`src/rtl/zbt_access_arbiter.sv`:
```
// zbt_access_arbiter
// Shares one pipelined ZBT SRAM port between the optical receiver (writes,
// buffered in a small FIFO) and the playback/recorder path (reads).
// One ZBT operation per cycle. Read-after-write ordering is kept by
// draining the FIFO whenever a read address matches a queued write.
// A bounded starvation counter guarantees queued writes make progress.
// Optional macro ZBT_ARB_STATS_EN adds saturating 16-bit grant/hazard counters.
module zbt_access_arbiter #(
    parameter int ADDR_W      = 19,
    parameter int DATA_W      = 36,
    parameter int WFIFO_DEPTH = 4,
    parameter int RD_LAT      = 2,
    parameter int STARVE_MAX  = 8
) (
    input  logic                          clk,
    input  logic                          reset,
    input  logic                          wr_req,
    input  logic [ADDR_W-1:0]             wr_addr,
    input  logic [DATA_W-1:0]             wr_data,
    output logic                          wr_ready,
    input  logic                          rd_req,
    input  logic [ADDR_W-1:0]             rd_addr,
    output logic                          rd_ready,
    output logic [DATA_W-1:0]             rd_data,
    output logic                          rd_valid,
    output logic [ADDR_W-1:0]             zbt_addr,
    output logic                          zbt_we,
    output logic [DATA_W-1:0]             zbt_wdata,
    input  logic [DATA_W-1:0]             zbt_rdata,
    output logic [$clog2(WFIFO_DEPTH):0]  wfifo_count
`ifdef ZBT_ARB_STATS_EN
    ,
    output logic [15:0]                   stat_writes,
    output logic [15:0]                   stat_reads,
    output logic [15:0]                   stat_hazards
`endif
);

    localparam int PTR_W = $clog2(WFIFO_DEPTH);
    localparam int CNT_W = PTR_W + 1;
    localparam int SC_W  = $clog2(STARVE_MAX + 1);

    logic [ADDR_W-1:0]      fifo_addr [WFIFO_DEPTH];
    logic [DATA_W-1:0]      fifo_data [WFIFO_DEPTH];
    logic [WFIFO_DEPTH-1:0] fifo_vld;
    logic [PTR_W-1:0]       wr_ptr, rd_ptr;
    logic                   fifo_full, fifo_empty;
    logic                   push, pop;
    logic                   addr_hit, hazard;
    logic                   grant_wr, grant_rd;
    // Remaining read grants allowed before a queued write is forced through.
    logic [SC_W-1:0]        starve_left;
    logic [RD_LAT:0]        rd_pipe;
    logic [DATA_W-1:0]      wd_pipe [RD_LAT+1];

    assign fifo_full  = (wfifo_count == CNT_W'(WFIFO_DEPTH));
    assign fifo_empty = (wfifo_count == '0);
    assign wr_ready   = !fifo_full;
    assign push       = wr_req && wr_ready;
    assign pop        = grant_wr;
    assign rd_ready   = grant_rd;
    assign rd_valid   = rd_pipe[RD_LAT];
    assign rd_data    = rd_valid ? zbt_rdata : '0;
    assign zbt_wdata  = wd_pipe[RD_LAT];

    // Compare the read address against every occupied FIFO slot.
    always_comb begin
        addr_hit = 1'b0;
        for (int i = 0; i < WFIFO_DEPTH; i++) begin
            if (fifo_vld[i] && (fifo_addr[i] == rd_addr)) begin
                addr_hit = 1'b1;
            end
        end
        hazard = rd_req && addr_hit;
    end

    // Per-cycle grant: full, hazard, starvation, read, pending write, idle.
    always_comb begin
        grant_wr = 1'b0;
        grant_rd = 1'b0;
        if (fifo_full) begin
            grant_wr = 1'b1;
        end else if (hazard) begin
            grant_wr = 1'b1;
        end else if ((starve_left == '0) && !fifo_empty) begin
            grant_wr = 1'b1;
        end else if (rd_req) begin
            grant_rd = 1'b1;
        end else if (!fifo_empty) begin
            grant_wr = 1'b1;
        end
    end

    // FIFO storage; contents are only meaningful where fifo_vld is set.
    always_ff @(posedge clk) begin
        if (push) begin
            fifo_addr[wr_ptr] <= wr_addr;
            fifo_data[wr_ptr] <= wr_data;
        end
    end

    // FIFO pointers, occupancy and per-slot valid bits.
    always_ff @(posedge clk) begin
        if (reset) begin
            wr_ptr      <= '0;
            rd_ptr      <= '0;
            wfifo_count <= '0;
            fifo_vld    <= '0;
        end else begin
            if (push) wr_ptr <= wr_ptr + PTR_W'(1);
            if (pop)  rd_ptr <= rd_ptr + PTR_W'(1);
            case ({push, pop})
                2'b10:   wfifo_count <= wfifo_count + CNT_W'(1);
                2'b01:   wfifo_count <= wfifo_count - CNT_W'(1);
                default: wfifo_count <= wfifo_count;
            endcase
            // Push and pop never target the same slot: that needs empty or full.
            if (pop)  fifo_vld[rd_ptr] <= 1'b0;
            if (push) fifo_vld[wr_ptr] <= 1'b1;
        end
    end

    // Starvation down-counter; reloads on a write grant or when nothing is queued.
    always_ff @(posedge clk) begin
        if (reset) begin
            starve_left <= SC_W'(STARVE_MAX);
        end else if (grant_wr || fifo_empty) begin
            starve_left <= SC_W'(STARVE_MAX);
        end else if (grant_rd && (starve_left != '0)) begin
            starve_left <= starve_left - SC_W'(1);
        end
    end

    // Registered ZBT command; the address holds on idle cycles.
    always_ff @(posedge clk) begin
        if (reset) begin
            zbt_addr <= '0;
            zbt_we   <= 1'b0;
        end else begin
            zbt_we <= grant_wr;
            if (grant_wr) begin
                zbt_addr <= fifo_addr[rd_ptr];
            end else if (grant_rd) begin
                zbt_addr <= rd_addr;
            end
        end
    end

    // Read-return tracker and late-write data pipe, both RD_LAT behind zbt_addr.
    always_ff @(posedge clk) begin
        if (reset) begin
            rd_pipe <= '0;
            for (int i = 0; i <= RD_LAT; i++) wd_pipe[i] <= '0;
        end else begin
            rd_pipe    <= {rd_pipe[RD_LAT-1:0], grant_rd};
            wd_pipe[0] <= grant_wr ? fifo_data[rd_ptr] : '0;
            for (int i = 1; i <= RD_LAT; i++) wd_pipe[i] <= wd_pipe[i-1];
        end
    end

`ifdef ZBT_ARB_STATS_EN
    // Saturating activity counters.
    always_ff @(posedge clk) begin
        if (reset) begin
            stat_writes  <= '0;
            stat_reads   <= '0;
            stat_hazards <= '0;
        end else begin
            if (grant_wr && (stat_writes != 16'hFFFF))  stat_writes  <= stat_writes + 16'd1;
            if (grant_rd && (stat_reads != 16'hFFFF))   stat_reads   <= stat_reads + 16'd1;
            if (hazard && (stat_hazards != 16'hFFFF))   stat_hazards <= stat_hazards + 16'd1;
        end
    end
`endif

endmodule

```
`config.mk`:
```
export PLATFORM = sky130hd
export DESIGN_NAME = zbt_access_arbiter
export DESIGN_NICKNAME = d
export VERILOG_FILES = /design/src/rtl/zbt_access_arbiter.sv
export SDC_FILE = /design/constraint.sdc
export NUM_CORES = 1
export LEC_CHECK = 0
export CAP_MARGIN = 20
export CORE_UTILIZATION = 40
export CTS_BUF_LIST = sky130_fd_sc_hd__clkbuf_4 sky130_fd_sc_hd__clkbuf_8
export CTS_CLUSTER_DIAMETER = 60
export DETAILED_ROUTE_END_ITERATION = 16
export HOLD_SLACK_MARGIN = 0.05
export PLACE_DENSITY = 0.66
export SETUP_SLACK_MARGIN = 0.02
export SYNTH_ARGS = -nofsm -noshare
export SYNTH_HDL_FRONTEND = slang
export SYNTH_SLANG_ARGS = --single-unit
```
`constraint.sdc`:
```
create_clock -name clk -period 4.7 [get_ports clk]
set_clock_uncertainty 0.2 [all_clocks]
set_input_delay 0.94 -clock clk [delete_from_list [all_inputs] [get_ports clk]]
set_output_delay 0.94 -clock clk [all_outputs]
set_load 0.05 [all_outputs]
```
# --- Word level (Yosys, flattened, before mapping) ---
# Memories as Yosys holds them, arrays and structs flattened. A register that Yosys moved wholly into a read port is not among the register bits.
# Cells that the tools add are included.
totals:
  out_inout_bits: 98
  ram_bits: 328
  word_cells: 89
  regBits: 38
  in_bits: 114
  memories: 3
mem_list:
  columns: ["memory", "words", "word_bits", "rd", "rd_ports_with_merged_regs", "write_ports", "line_no", "rtl"]
  rows:
  - ["fifo_data", 4, 36, 1, 1, 1, "44", "logic [DATA_W-1:0] fifo_data [WFIFO_DEPTH];"]
  - ["wd_pipe", 3, 36, 3, 0, 3, "54", "logic [DATA_W-1:0] wd_pipe [RD_LAT+1];"]
  - ["fifo_addr", 4, 19, 5, 1, 1, "43", "logic [ADDR_W-1:0] fifo_addr [WFIFO_DEPTH];"]
op_classes:
  n_mux: 37
  n_eq_ne: 7
  n_reduce_logical: 19
  n_bitwise: 6
  n_lt_le_gt_ge: 4
  addsub: 5
ops:
  columns: ["cell", "count"]
  rows:
  - ["2-to-1 mux 36 bit", 5]
  - ["equality test 19 bit", 4]
  - ["2-to-1 mux 19 bit", 2]
  - ["2-to-1 mux 1 bit", 20]
  - ["2-to-1 mux 4 bit", 3]
  - ["logical AND 1 bit", 10]
  - ["2-to-1 mux 2 bit", 4]
  - ["less-than comparator 2 x 3 -> 1 bit (second input constant)", 2]
  - ["case mux 3 bit (2 select lines)", 1]
  - ["adder 2 x 1 -> 2 bit (second input constant)", 2]
  - ["bitwise AND 4 bit", 1]
  - ["demux 1 bit (select 2 bit)", 2]
  - ["greater-or-equal comparator 2 x 1 -> 1 bit (second input constant)", 2]
  - ["logical NOT 4 bit", 1]
  - ["NOT 4 bit", 1]
  - ["bitwise OR 4 bit", 1]
  - ["nonzero test 2 bit", 2]
  - ["nonzero test 4 bit", 1]
  - ["subtractor 4 x 1 -> 4 bit (second input constant)", 1]
  - ["adder 3 x 1 -> 3 bit (second input constant)", 1]
  - ["equality test 3 bit (second input constant)", 1]
  - ["logical NOT 3 bit", 1]
  - ["bitwise OR 1 bit", 3]
  - ["subtractor 3 x 1 -> 3 bit (second input constant)", 1]
  - ["5 further kinds", 6]

# --- Depth between registers and ports, before layout ---
depth:
  ltp_word: 13
  ltp_mapped: 14
  depth_no_buf: 12

# --- Worst setup path after synthesis ---
# No wires, ideal clock.
synth_timing:
  path_type: "input-to-output"
  startpoint: "input port rd_addr[7]"
  endpoint: "output port rd_ready"
  n_path_buf: 3
  t_arrival_ps: 2683
  slack_ps: 877
  t_required_ps: 3560
  stages: 9
  cell_sequence: "buf_2 xor2_1 nor4_1 and3_1 a2bb2oi_2 nand2_1 buf_6 buf_6 nor2_1"
synth_between:
  elab_chain_cells: 9
  elab_cells_between_ends: 15
  classes_between: "eq/ne: 4; mux: 6; reduce/logical: 5"
synth_lines:
  columns: ["item", "line_no", "rtl"]
  rows:
  - ["from (decl)", "22", "input logic [ADDR_W-1:0] rd_addr,"]
  - ["equality test 19 bit", "70", "if (fifo_vld[i] && (fifo_addr[i] == rd_addr)) begin"]
  - ["logical AND 1 bit", "70", null]
  - ["2-to-1 mux 1 bit (3 in series)", "70", null]
  - ["2-to-1 mux 1 bit *", "70", null]
  - ["logical AND 1 bit *", "74", "hazard = rd_req && addr_hit;"]
  - ["2-to-1 mux 1 bit *", "83", "end else if (hazard) begin"]
  - ["2-to-1 mux 1 bit *", "81", "if (fifo_full) begin"]
  - ["to (decl)", "23", "output logic rd_ready,"]
# Mark *: on every way between the ends. The rest lies on a longest branch, timed or not.

# --- Final worst setup path ---
layout_timing:
  startpoint: "input port rd_addr[12]"
  endpoint: "output port rd_ready"
# Same word-level chain as after synthesis.

==> out/metrics.yaml <==
synthesis:
  ys.flop_type: "edfxtp_1"
  avgSynthCellArea_um2: 14.0
  syn_nets: 1191
  ys.warnings.count: 0
  synth_edf_count: 220
  yosysUniqueCellTypes: 49
  yosys_register_bits: 368
  async_flop_share_pct: 0
  yosysTopAreaCell: "edfxtp_1"
  yosysSeqAreaShare_pct: 64.1
  yosysTopAreaCellShare_pct: 44.3
  synthCells: 1065
  syn-cell-area_um2: 14900
  synth.area.top_cells: "edfxtp_1 (44%), dfxtp_1 (20%), mux4_2 (8.3%)"
critical_path:
  cp_max_fo: 5
  critPathArrivalTime_ps: 3020
  cp-start-kind: "input port"
  critPathSlowestCell: "clkdlybuf4s50_1"
  reg2reg_depth: 12
  critical_path.top_delay_family: "buffers and inverters"
  ff2ff_setup_slack_ps: 1550
  slowest_delay_ps: 640
  crit_buf_inv: 2
  r2r_start: "fifo_addr[2][15]$_DFFE_PP_"
  r2r_end: "wfifo_count[2]$_SDFFE_PP0P_"
  end_kind: "output port"
  cp_cell_sequence: "clkdlybuf4s50_1 > xor2_1 > nor4_1 > nand3_1 > o22a_1 > nand2_1 > nor2_1 > buf_12"
  crit_type: "in -> out"
  cp_data_required_time_ps: 3560
clock_network:
  postCtsHoldBufs: 0
  cts.sinks: 368
  clock_latency_ps: 610
  cts-root-buf: "clkbuf_8"
  clkTransAtPathRegs_ps: 60
  cts_tree: "built"
  numCtsBuffers: 58
  ctsResizeCount: 0
  htree_levels: 2
  postCtsSetupBuffers: 0
  clockBufferDepth: 3
layout:
  final_common_cell: "edfxtp_1"
  layout_common_cells: "edfxtp_1 (220), clkdlybuf4s50_1 (209), dfxtp_1 (146), nor2b_1 (93), xor2_1 (76)"
  fin_cells: 1760
  regArea_um2: 9570
  multi_input_area_um2: 4650
  nFillCells: 3142
  final_area_um2: 18400
  area_delta_synth_final_pct: 23.2
  nets: 1367
  drive_gt1_share_pct: 15.9
power:
  leakagePower_nw: 6.31
  seqPwrFrac_pct: 44.7
  p_clk_share_pct: 29.4
  peakVddDrop_mv: 0.353
  powerDensity_nw_per_um2: 510
  internal-power_mw: 6.44
  p_switching_mw: 2.94
  swShare_pct: 31.3
  comb_power_share_pct: 25.9
timing:
  holdWs_ps: 217
  slew_headroom_pct: 28.6
  maxSlewViolCount: 0
  fmax_ghz: 0.240
  setup_tns_ps: 0
  setup_viol: 0
  min_period_over_period_pct: 88.5
  rsz0062_at_grt: "false"
  tightest_slew_ps: 1070
  post-route-min-period_ps: 4160
  finalWorstSetupSlack_ps: 541
  hold_viol_final: 0
drt:
  dr_total_vias: 9062
  dr.pass1.iters: 5
  drt_first_iter_violations: 611
  wl_per_cell_um: 20.9
  routed_via_density: 5.15
  drc: 0
  ant_nets: 0
  wirelength_um: 36900
worst_hold_path:
  min_delay_path_depth: 1
  hp-class: "reg -> reg"
  min_from: "wd_pipe[0][17]$_SDFF_PP0_"
  hold_end: "wd_pipe[0][53]$_SDFF_PP0_"
place:
  pre_cts_slack_ps: 434
  gp_congestion: 0.897
  dp_cells: 1649
  place_area_um2: 17200
  io_buffers: 211
  dpl.hpwl_um: 23900
outcome:
  outcome: "completed"
floorplanning:
  core_area_um2: 36700
  die-height_um: 195
  initial_core_util_pct: 40.7
  rows: 70
  pin_count: 212
  die_area_um2: 38100
  die_x_um: 195
grt:
  grt_pass1_wl_um: 55400
  antenna_found_initial: 3
  grt_pass1_vias: 9174
  grt_max_degree: 65
  track_usage_pct: 19.2
  overflow: 0
job:
  cap_viol_max_count: 0
==> synthesized netlist by cell type, types with 27 or more instances <==
library cell  number
nor3_1            46
nor4_1            29
and2_1            36
nand2_1           49
dfxtp_1          148
buf_4             38
nor2b_1           93
mux4_2            55
nor2_1            34
buf_2             27
clkbuf_1          36
xor2_1            76
edfxtp_1         220
==> final cells by class <==
type / instances / area share, %
tap: 468 / 3.19
sequential: 368 / 52.1
clock inverter: 27 / 1.02
antenna: 2 / 0.0272
multi-input combinational: 569 / 25.3
clock buffer: 82 / 5.56
timing repair buffer: 228 / 12.5
inverter: 16 / 0.327
==> worst max path at each step <==
stage,startpoint,to,slack [ps],depth (start not counted)
2_1_floorplan,rd_addr[7],rd_ready,880,9
3_3_place_gp,rd_addr[13],wfifo_count[2]$_SDFFE_PP0P_,440,13
3_5_place_dp,rd_addr[13],wfifo_count[2]$_SDFFE_PP0P_,430,13
4_1_cts,rd_addr[2],rd_ready,540,8
5_1_grt,rd_addr[12],rd_ready,440,8
6_report,rd_addr[12],rd_ready,540,8
==> power groups by stage <==
stage          sequential [mW]  clock, mW  combinational (mW)
6_report                  4.20       2.75                2.43
5_1_grt                   4.26       2.95                2.61
4_1_cts                   4.21       2.83                2.45
3_5_place_dp              4.28          0                2.45
3_3_place_gp              4.26          0                2.43
2_1_floorplan             4.28          0                1.62
==> worst register-to-register path: stages, from the launching register on <==
cell      delay, ps
edfxtp_1        410
xnor2_1         380
nor4b_2         260
nand3_1         170
a2bb2o_4        270
o21ai_4          60
nand2_1         100
ha_1            170
inv_1            60
fa_1            380
xor2_1          160
or3_1           320
a21oi_1         140
==> registers in the layout (all words and copies together), names as in the netlist, named ones only <==
name / count
fifo_addr: 76
fifo_data: 144
fifo_vld: 4
rd_pipe: 3
rd_ptr: 2
starve_left: 4
wd_pipe: 108
wfifo_count: 3
wr_ptr: 2
zbt_addr: 19
zbt_we: 1
==> per-layer routing <==
layer,wire (um),up-vias,part of all wire (%),global-route usage [%]
met4,862,2,2.3,6.36
met1,16200,4414,44,25.6
met3,2510,68,6.8,4.08
li1,-,4202,-,-
met5,13,-,0.035,0
met2,17300,376,47,31.3
==> kinds of logic (layout without fill, tap and decap cells) <==
kind of cell    Yosys count  count (layout)  share of synthesized area, %
compound gates          104             104                          5.24
buf+inv                 128             353                          4.86
other cells               0               2                             0
mux                      57              57                          8.44
flops                   368             368                          64.1
fa+ha+maj                12              12                          1.06
simple gates            315             315                          11.5
xor+xnor                 81              81                          4.75
==> stage by stage <==
step                      total power [mW]  utilization, %
after global routing                  9.82            50.1
after global placement                6.69            46.8
final                                 9.38            50.1
after floorplan                       5.91               -
after CTS                             9.49            50.1
after detailed placement              6.73            46.8
(Power assumes the default switching activity.)
==> RTL edit, RTL diff (config.mk and constraints unchanged) <==
Add a define of `ZBT_ARB_STATS_EN`.
--- a/src/rtl/zbt_access_arbiter.sv
+++ b/src/rtl/zbt_access_arbiter.sv
@@ -7,2 +7,4 @@
 // Optional macro ZBT_ARB_STATS_EN adds saturating 16-bit grant/hazard counters.
+`define ZBT_ARB_STATS_EN
+
 module zbt_access_arbiter #(
Formal check against the unedited RTL (old outputs only; new: stat_hazards, stat_reads and stat_writes): same outputs for any inputs over 4 cycles, from zero or initial values and one cycle with reset high; that may be too few to reach the edited logic, so the function may still have changed.
==> RTL edit against the unedited design <==
- power rose by 11%
- wire length rose by 0.46%
- via count rose by 10%
- synthesized area rose by 8.9%
- setup slack improved by 0.030 ns
- sequential cell count rose by 48
- design area rose by 12%
- critical path type unchanged
- largest cell class unchanged
- largest power group unchanged
==> RTL edit: results (changes against the unedited design) <==
stage,metric,value,unit,change
timing,fin_hold_ws,0.227,ns,was 0.217 ns
power,ir_worst_vdd,0.290,mV,was 0.353 mV
worst_setup_path,worst-endpoint-arrival,2.99,ns,was 3.02 ns
worst_setup_path,max_stage_delay,0.56,ns,was 0.64 ns
global_routing,grtUsageTotal,18.1,%,was 19.2%
yosys,synth_area_leaders,"edfxtp_1 41%, dfxtp_1 24%, mux4_2 7.6%, nor2b_1 3.0%, xor2_1 2.7%",,"was edfxtp_1 44%, dfxtp_1 20%, mux4_2 8.3%, xor2_1 4.5%, nor2b_1 3.9%"
power,pg_seq,4.65,mW,was 4.20 mW
place,io_buffers,259,,was 211
status,outcome,"complete, no violations",,unchanged
yosys,postSynthCellCount,1170,,was 1065
timing,slew_headroom,29.4,%,was 28.6%
detailed_routing,wl_per_cell,18.6,um,was 20.9 um
place,gp_congestion,0.780,,was 0.897
detailed_routing,totalWireLength,37000,um,was 36900 um
final_layout,num_antenna_cells,1,,was 2
timing,min_period,4.13,ns,was 4.16 ns
detailed_routing,dr.first_iter.drc_count,459,,was 611
clocking,cts.sinks,416,,was 368
final_layout,final_area,0.0206,sq mm,was 0.0184 sq mm
clocking,cts_buffers,70,,was 58
final_layout,buffer_area_share,13.5,%,was 12.5%
final_layout,clock_area_share,7.22,%,was 6.58%
place,pre_cts_ws,0.346,ns,was 0.434 ns
global_routing,met1_usage,22.1,%,was 25.6%
clocking,cts_max_level,3,,was 2
power,power_switching,3.12,mW,was 2.94 mW
final_layout,n_all_buffers,276,,was 228
## RTL edit: changes by cell type after synthesis, sizes merged, moves of 14 or more
cell and delta:
nand2 -28, dfxtp +48, nor2b -14, nand4 +18, nor2 +20, nor3 -35
xnor2 +41, and3 +44, nor4 -18, xor2 -26, a22o +19, o311a -18
a21o +19
## RTL edit: logic make-up (layout without fill, tap and decap cells)
group | after synthesis | in the layout | synth area share [%]
DFF | 416 | 416 | 64.8
and+or+nand+nor | 337 | 337 | 11.8
buffers and inverters | 131 | 427 | 4.09
AOI/OAI and AO/OA | 113 | 113 | 4.81
xor gates and xnor gates | 96 | 96 | 5.17
muxes | 62 | 62 | 8.09
adders and majority gates | 15 | 15 | 1.20
other | 0 | 1 | 0
## RTL edit: routing by layer
layer  vias up  wire length, um
li1       4704                -
met2       333            18200
met3        76             2380
met4         2             1070
met5         -               17
met1      4893            15400
